`src/rtl/pb_mcast_unroller_pkg.sv`:
```
// Shared types and defaults for the multicast unroller.
// Default field geometry matches the cluster rule of the multicast SAM in picobello_pkg:
// Y tile field at [19:18], X tile field at [22:20], 48-bit addresses.
package pb_mcast_unroller_pkg;

  typedef enum logic [1:0] {
    StIdle,
    StIssue,
    StDrain,
    StDone
  } state_e;

  localparam int unsigned DefAddrWidth      = 48;
  localparam int unsigned DefYOffset        = 18;
  localparam int unsigned DefYLen           = 2;
  localparam int unsigned DefXOffset        = 20;
  localparam int unsigned DefXLen           = 3;
  localparam int unsigned DefMaxOutstanding = 8;

  // Counter width able to hold 0..max inclusive.
  function automatic int unsigned cnt_width(input int unsigned max_val);
    return $clog2(max_val + 1);
  endfunction

endpackage

```
`src/rtl/pb_mcast_unroller_subset_iter.sv`:
```
// Subset iterator: walks every subset of a mask in ascending order, starting at zero.
// Ports:
//   clk_i, rst_i  clock, synchronous active-high reset
//   load_i        restart the walk at subset 0
//   advance_i     step to the next subset
//   mask_i        node-field mask being enumerated (must be held stable during a walk)
//   subset_o      current subset
//   last_o        current subset is the final one (subset == mask)
module pb_mcast_unroller_subset_iter
  import pb_mcast_unroller_pkg::*;
#(
  parameter int unsigned NodeBits = 5
) (
  input  logic                clk_i,
  input  logic                rst_i,
  input  logic                load_i,
  input  logic                advance_i,
  input  logic [NodeBits-1:0] mask_i,
  output logic [NodeBits-1:0] subset_o,
  output logic                last_o
);

  logic [NodeBits-1:0] subset_q, subset_d, subset_next;

  // Filling the non-mask bits with ones makes the +1 carry ripple straight through them,
  // so the increment only ever lands on mask bits. Final carry is dropped.
  assign subset_next = ((subset_q | ~mask_i) + NodeBits'(1)) & mask_i;

  always_comb begin
    subset_d = subset_q;
    if (load_i) begin
      subset_d = '0;
    end else if (advance_i) begin
      subset_d = subset_next;
    end
  end

  always_ff @(posedge clk_i) begin
    if (rst_i) begin
      subset_q <= '0;
    end else begin
      subset_q <= subset_d;
    end
  end

  assign subset_o = subset_q;
  assign last_o   = (subset_q == mask_i);

endmodule

```
`src/rtl/pb_mcast_unroller.sv`:
```
// Multicast unroller: expands one multicast request into one unicast per selected cluster tile,
// counts the unicast responses and returns a single merged completion.
// Ports:
//   clk_i, rst_i                 clock, synchronous active-high reset
//   req_valid_i/req_ready_o      multicast request handshake (req_addr_i, req_mask_i)
//   out_valid_o/out_ready_i      unicast request handshake (out_addr_o, out_last_o)
//   rsp_valid_i, rsp_err_i       unicast response, always accepted
//   done_valid_o/done_ready_i    merged completion handshake (done_err_o)
//   busy_o                       sequence in progress
module pb_mcast_unroller
  import pb_mcast_unroller_pkg::*;
#(
  parameter int unsigned AddrWidth      = DefAddrWidth,
  parameter int unsigned YOffset        = DefYOffset,
  parameter int unsigned YLen           = DefYLen,
  parameter int unsigned XOffset        = DefXOffset,
  parameter int unsigned XLen           = DefXLen,
  parameter int unsigned MaxOutstanding = DefMaxOutstanding
) (
  input  logic                 clk_i,
  input  logic                 rst_i,
  input  logic                 req_valid_i,
  output logic                 req_ready_o,
  input  logic [AddrWidth-1:0] req_addr_i,
  input  logic [AddrWidth-1:0] req_mask_i,
  output logic                 out_valid_o,
  input  logic                 out_ready_i,
  output logic [AddrWidth-1:0] out_addr_o,
  output logic                 out_last_o,
  input  logic                 rsp_valid_i,
  input  logic                 rsp_err_i,
  output logic                 done_valid_o,
  input  logic                 done_ready_i,
  output logic                 done_err_o,
  output logic                 busy_o
);

  localparam int unsigned NodeBits = XLen + YLen;
  localparam int unsigned CntWidth = cnt_width(MaxOutstanding);

  // Node field is {X, Y}, so Y occupies the low bits of the packed value.
  function automatic logic [NodeBits-1:0] get_node(input logic [AddrWidth-1:0] a);
    return {a[XOffset +: XLen], a[YOffset +: YLen]};
  endfunction

  state_e               state_q, state_d;
  logic [AddrWidth-1:0] addr_q;
  logic [NodeBits-1:0]  mask_q, base_q;
  logic [CntWidth-1:0]  outstanding_q, outstanding_d;
  logic                 err_q, err_d;

  logic                 req_hs, issue_hs, rsp_take;
  logic [NodeBits-1:0]  subset, node;
  logic                 subset_last;

  // Mask bits outside the node field are deliberately ignored.
  logic unused_mask;
  assign unused_mask = ^req_mask_i;

  assign req_hs   = req_valid_i & req_ready_o;
  assign issue_hs = out_valid_o & out_ready_i;
  // Responses with nothing outstanding are dropped so the counter cannot underflow.
  assign rsp_take = rsp_valid_i & (outstanding_q != '0);

  pb_mcast_unroller_subset_iter #(
    .NodeBits(NodeBits)
  ) u_subset_iter (
    .clk_i    (clk_i),
    .rst_i    (rst_i),
    .load_i   (req_hs),
    .advance_i(issue_hs),
    .mask_i   (mask_q),
    .subset_o (subset),
    .last_o   (subset_last)
  );

  assign node = base_q | subset;

  always_comb begin
    out_addr_o                    = addr_q;
    out_addr_o[YOffset +: YLen]   = node[YLen-1:0];
    out_addr_o[XOffset +: XLen]   = node[NodeBits-1:YLen];
  end

  // All handshake outputs derive from registered state only.
  assign req_ready_o  = (state_q == StIdle);
  assign out_valid_o  = (state_q == StIssue) && (outstanding_q < CntWidth'(MaxOutstanding));
  assign out_last_o   = out_valid_o & subset_last;
  assign done_valid_o = (state_q == StDone);
  assign done_err_o   = done_valid_o & err_q;
  assign busy_o       = (state_q != StIdle);

  always_comb begin
    outstanding_d = outstanding_q;
    if (issue_hs && !rsp_take) begin
      outstanding_d = outstanding_q + CntWidth'(1);
    end else if (!issue_hs && rsp_take) begin
      outstanding_d = outstanding_q - CntWidth'(1);
    end
  end

  always_comb begin
    err_d = err_q | (rsp_take & rsp_err_i);
    if (req_hs) begin
      err_d = 1'b0;
    end
  end

  always_comb begin
    state_d = state_q;
    unique case (state_q)
      StIdle:  if (req_valid_i) state_d = StIssue;
      StIssue: if (issue_hs && subset_last) state_d = StDrain;
      // Looking at the next count lets done follow the final response by one cycle.
      StDrain: if (outstanding_d == '0) state_d = StDone;
      StDone:  if (done_ready_i) state_d = StIdle;
      default: state_d = StIdle;
    endcase
  end

  always_ff @(posedge clk_i) begin
    if (rst_i) begin
      state_q       <= StIdle;
      addr_q        <= '0;
      mask_q        <= '0;
      base_q        <= '0;
      outstanding_q <= '0;
      err_q         <= 1'b0;
    end else begin
      state_q       <= state_d;
      outstanding_q <= outstanding_d;
      err_q         <= err_d;
      if (req_hs) begin
        addr_q <= req_addr_i;
        mask_q <= get_node(req_mask_i);
        base_q <= get_node(req_addr_i) & ~get_node(req_mask_i);
      end
    end
  end

  always_ff @(posedge clk_i) begin
    if (!rst_i && rsp_valid_i) begin
      assert (outstanding_q != '0)
        else $error("response received with no unicast outstanding; ignored");
    end
  end

endmodule

```
`config.mk`:
```
export PLATFORM = sky130hd
export DESIGN_NAME = pb_mcast_unroller
export DESIGN_NICKNAME = d
export VERILOG_FILES = /design/src/rtl/pb_mcast_unroller_pkg.sv /design/src/rtl/pb_mcast_unroller_subset_iter.sv /design/src/rtl/pb_mcast_unroller.sv
export SDC_FILE = /design/constraint.sdc
export NUM_CORES = 1
export LEC_CHECK = 0
export ABC_AREA = 0
export CAP_MARGIN = 10
export CORE_MARGIN = 2
export CORE_UTILIZATION = 27
export CTS_CLUSTER_SIZE = 16
export DETAILED_ROUTE_END_ITERATION = 12
export PLACE_DENSITY = 0.71
export SYNTH_ARGS = -nofsm -noshare
export SYNTH_HDL_FRONTEND = slang
export SYNTH_HIERARCHICAL = 1
export SYNTH_SLANG_ARGS = --single-unit
```
`constraint.sdc`:
```
create_clock -name clk_i -period 5.3 [get_ports clk_i]
set_input_delay 1.59 -clock clk_i [delete_from_list [all_inputs] [get_ports clk_i]]
set_output_delay 1.59 -clock clk_i [all_outputs]
set_load 0.02 [all_outputs]
```
### After elaboration in Yosys (flattened, before gate mapping)

Index checks and enable logic that the tools add are counted.

* add/sub/neg operators: 3
* $lt $le $gt $ge: 1
* eq/ne operators: 8
* mux-type cells: 7
* bitwise gates (word level): 13
* reductions and logical operators: 12

Operators by type and width (count)
* $and 5x5->5: 2
* $not 5->5: 2
* $or 5x5->5: 2
* $mux 2: 4
* $mux 4: 2
* $pmux 2 s4: 1
* $and 1x1->1: 6
* $add 5x1->5 const B: 1
* $eq 5x5->1: 1
* $add 4x1->4 const B: 1
* $eq 2x2->1 const B: 2
* $logic_and 1x1->1: 4
* $logic_not 4->1: 1
* $lt 4x4->1 const B: 1
* $ne 2x1->1 const B: 2
* $ne 2x2->1 const B: 2
* $reduce_and 4->1: 1
* $reduce_bool 4->1: 1
* $sub 4x1->4 const B: 1
* $eq 2x1->1 const B: 1
* $logic_not 1->1: 2
* $logic_not 2->1: 1
* $reduce_bool 2->1: 1
* $reduce_or 2->1: 1
* $or 1x1->1: 1

* bits in registers: 70
* output and inout bits: 54
* logic and storage cells: 51

### Longest topological paths before layout

* depth in word-level cells: 10
* gate-level depth with buffers: 10
* depth with buffers taken out: 10

### By module

The synthesis kept the hierarchy.

By module, submodules not included
* pb_mcast_unroller: times used 1, cells each 303, area an instance 2399.8 µm²
* pb_mcast_unroller_subset_iter: times used 1, cells each 43, area an instance 354.1 µm²

### Worst setup path before layout

Ideal clock, no wire load.

* kind: input port to flip-flop
* start point: input port rsp_valid_i
* end point: register state_q[0]
* setup time: 0.086 ns
* arrival: 2.732 ns
* data required time: 5.214 ns
* setup slack: 2.482 ns
* cell stages on the path: 7
* path buffers: 1
* path through: buf_2 nor4b_1 o22ai_1 a41o_1 nor2_2 a41oi_2 a221oi_2

* cells in the longest elaborated chain, start to end: 7

Ends and longest elaborated chain
* from (decl): line pb_mcast_unroller.sv:30 `input logic rsp_valid_i,`
* $and 1x1->1 (*): line pb_mcast_unroller.sv:63 `assign rsp_take = rsp_valid_i & (outstanding_q != '0);`
* $logic_and 1x1->1 / $logic_not 1->1 (equally long branches): line pb_mcast_unroller.sv:97, pb_mcast_unroller.sv:95
* $mux 4 / $logic_and 1x1->1 (equally long branches): line pb_mcast_unroller.sv:97, pb_mcast_unroller.sv:95
* $mux 4 (*): line pb_mcast_unroller.sv:95 `if (issue_hs && !rsp_take) begin`
* $logic_not 4->1 (*): line pb_mcast_unroller.sv:115 `StDrain: if (outstanding_d == '0) state_d = StDone;`
* $ne 2x2->1 (no line) (*)
* $reduce_and 4->1 (no line) (*)
* to (signal assigned): line pb_mcast_unroller.sv:123 `state_q <= StIdle;`
* to (signal assigned): line pb_mcast_unroller.sv:130 `state_q <= state_d;`
* to (decl): line pb_mcast_unroller.sv:46 `state_e state_q, state_d;`

Every way passes the cells marked *; elsewhere a longest branch is shown, timed or not.
A chain may end at the register's enable or synchronous reset.

### Final worst setup path

* start point: register u_subset_iter.subset_q[4] (netlist: u_subset_iter/subset_o[4])
* end point: output port out_last_o

* cells in the longest elaborated chain, start to end: 2

Ends and longest elaborated chain
* from (decl): line pb_mcast_unroller_subset_iter.sv:23 `logic [NodeBits-1:0] subset_q, subset_d, subset_next;`
* from (signal assigned): line pb_mcast_unroller_subset_iter.sv:42 `subset_q <= subset_d;`
* $eq 5x5->1: line pb_mcast_unroller_subset_iter.sv:47 `assign last_o = (subset_q == mask_i);`
* net subset_last: line pb_mcast_unroller.sv:54 `logic subset_last;`
* $and 1x1->1: line pb_mcast_unroller.sv:88 `assign out_last_o = out_valid_o & subset_last;`
* to (decl): line pb_mcast_unroller.sv:29 `output logic out_last_o,`

The timed path passes the listed nets, and every way through them passes these cells.

==> impl_metrics.json <==
{
  "synth_edf_count": 0,
  "fin_worst_skew_ns": 0.00776,
  "yosys_most_used_dff": "dfxtp_1",
  "numPortBuffers": 113,
  "hold_violations": 0,
  "synth_top_cells_by_count": "nand2_1 (111), dfxtp_1 (65), a21oi_1 (56)",
  "die_x_um": 105,
  "fmax_mhz": 271,
  "worstSetupEndpointType": "output port",
  "reg2regPathDepth": 8,
  "ys_types": 42,
  "ir_drop_mv": 0.282,
  "overflow": 0,
  "postCtsSetupBuffers": 0,
  "slew_headroom": 0.364,
  "wl_um": 7270,
  "yosys.area_share.simple": 0.250,
  "num_antenna_cells": 0,
  "ant_nets": 0,
  "grt_pass1_wl_um": 12100,
  "crit_required_ns": 3.71,
  "synth.most_common_cell": "nand2_1",
  "synth_seq_cells": 65,
  "dr.pass1.iters": 4,
  "wl_per_cell_um": 12.3,
  "die_y_um": 105,
  "synth_area_mm2": 0.00275,
  "p_leak_nw": 1.57,
  "utilization": 0.427,
  "clkLatencyLatePin_ns": 0.34,
  "cts_sinks": 65,
  "layout.nets": 568,
  "routabilityCongestion": 0.761,
  "synth_compound_area_frac": 0.151,
  "cts_made_buffers": 9,
  "rsz0062_at_grt": "false",
  "ios": 157,
  "hpwl_um": 5070,
  "antenna_found_initial": 0,
  "cts_hold_buf": 0,
  "ys_seq_area_frac": 0.473,
  "synthMuxAreaShare": 0.0109,
  "r2r_start": "outstanding_q[0]",
  "multi_input_area_mm2": 0.00131,
  "seq_area_mm2": 0.00130,
  "rrSetupSlack_ns": 3.22,
  "synthArstFlopShare": 0,
  "drc": 0,
  "maxCapViolCount": 0,
  "drive_above_1_share": 0.0721,
  "start_kind": "flop",
  "slew_violations": 0,
  "synth_xor_area_frac": 0.00954,
  "drt_first_iter_violations": 90,
  "h-tree-depth": 3,
  "cp_max_fo": 3,
  "synth_top_area_cell": "dfxtp_1",
  "yosysTopAreaCellShare": 0.473,
  "worst_pin_slew_ns": 0.954,
  "numPlacedInstances": 574,
  "r2r-end": "state_q[0]",
  "clkTransAtPathRegs_ns": 0.08,
  "finalSetupTns_ns": 0,
  "timing.hold.worst_path_depth": 2,
  "period_minus_slack_ns": 3.69,
  "synthesis.instances": 346,
  "dieArea_mm2": 0.0110,
  "yosys.area_share.adder": 0.0545,
  "tritoncts": "yes",
  "crit_arrival_ns": 2.10,
  "rows": 36,
  "grt_max_degree": 65,
  "grt_pass1_vias": 2679,
  "start_util": 0.280,
  "fill_cells": 1030,
  "min_from": "base_q[4]",
  "syn2layout_area_growth_pct": 52.2,
  "via_per_inst": 4.51,
  "run_status": "complete, no violations",
  "ys_warn_count": 6,
  "synth_nets": 461,
  "synth_area_per_cell_um2": 7.96,
  "holdCritPathClass": "reg -> reg",
  "min_period_over_period": 0.696,
  "vias": 2667,
  "grt_use_total": 0.135,
  "yosys-top-cells-area": "dfxtp_1 (47%), nand2_1 (15%), a21oi_1 (10%)",
  "cts.path.max_buffers": 2,
  "hold_path_end": "base_q[4]",
  "core_area_mm2": 0.00982,
  "stdcell_count": 591,
  "ctsResizeCount": 0,
  "cts-root-buf": "clkbuf_8",
  "path_class": "reg -> out",
  "synth_top_family_by_area": "simple AND/OR/NAND/NOR gates",
  "power_density_mw_per_mm2": 419,
  "setup_viol": 0
}
-- cell usage in the layout (no fill, tap or decap), types with 5 or more instances in the layout --
master	instances
clkdlybuf4s50_1	112
nand2_1	110
dfxtp_1	65
a21oi_1	56
inv_1	17
ha_1	12
clkbuf_8	10
nand3b_1	8
nor2_1	6
or2_2	5
nand3_1	5
-- layout make-up --
cell class | count | area share
Tap cell | 133 | 0.0397
Clock inverter | 6 | 0.0119
Sequential cell | 65 | 0.311
Inverter | 18 | 0.0161
Timing Repair Buffer | 115 | 0.275
Multi-Input combinational cell | 244 | 0.314
Clock buffer | 10 | 0.0328
-- per-stage QoR --
step	cell area (µm²)	total power [mW]	setup slack, ns	hold WS, ns
final	4190	1.75	1.61	0.448
after global routing	4190	1.88	1.43	0.473
after CTS	4170	1.79	1.56	0.452
after detailed placement	3980	1.38	1.81	0.440
after global placement	3980	1.36	1.81	0.433
after floorplan	2750	1.10	2.48	0.427
-- kinds of logic (layout without fill, tap and decap cells) --
logic type	after synthesis	in the layout
XOR/XNOR	3	3
buffers and inverters	37	149
adder cells (fa/ha/maj)	12	12
flip-flops	65	65
AO/OA/AOI/OAI	72	72
multiplexers	3	3
AND/OR/NAND/NOR	154	154
-- sequential cells by signal, summed over array words and instances, names as in the netlist --
name	flops
state_q	2
mask_q	5
err_q	1
addr_q	43
u_subset_iter/subset_o	5
base_q	5
outstanding_q	4
-- worst max-delay path, cell delays in order, from the launching register on --
cell	delay, ns
dfxtp_1	0.38
inv_1	0.06
ha_1	0.29
nand3_1	0.09
nor2_1	0.18
and2_1	0.16
clkdlybuf4s50_1	0.60
-- how the worst max path moves through the flow --
stage,startpoint,to,cells past startpoint
after global routing,u_subset_iter/subset_o[4],out_last_o,6
after floorplan,rsp_valid_i,state_q[0],7
after global placement,out_ready_i,state_q[1],7
after detailed placement,out_ready_i,state_q[1],7
after CTS,u_subset_iter/subset_o[4],out_last_o,6
final,u_subset_iter/subset_o[4],out_last_o,6
-- where the power goes --
part / leakage, nW / internal, mW / switching (mW)
Clock: 0.0899 / 0.188 / 0.204
Combinational: 0.948 / 0.328 / 0.413
Sequential: 0.532 / 0.568 / 0.0527
-- layer usage --
layer,part of all wire,GRT usage,vias to the layer above,wire [µm]
met4,0.022,0.0581,0,161
met3,0.055,0.0487,12,399
met2,0.49,0.234,63,3590
li1,-,-,1353,-
met1,0.43,0.148,1239,3110
met5,0,0,-,0
(Power assumes the default switching activity.)
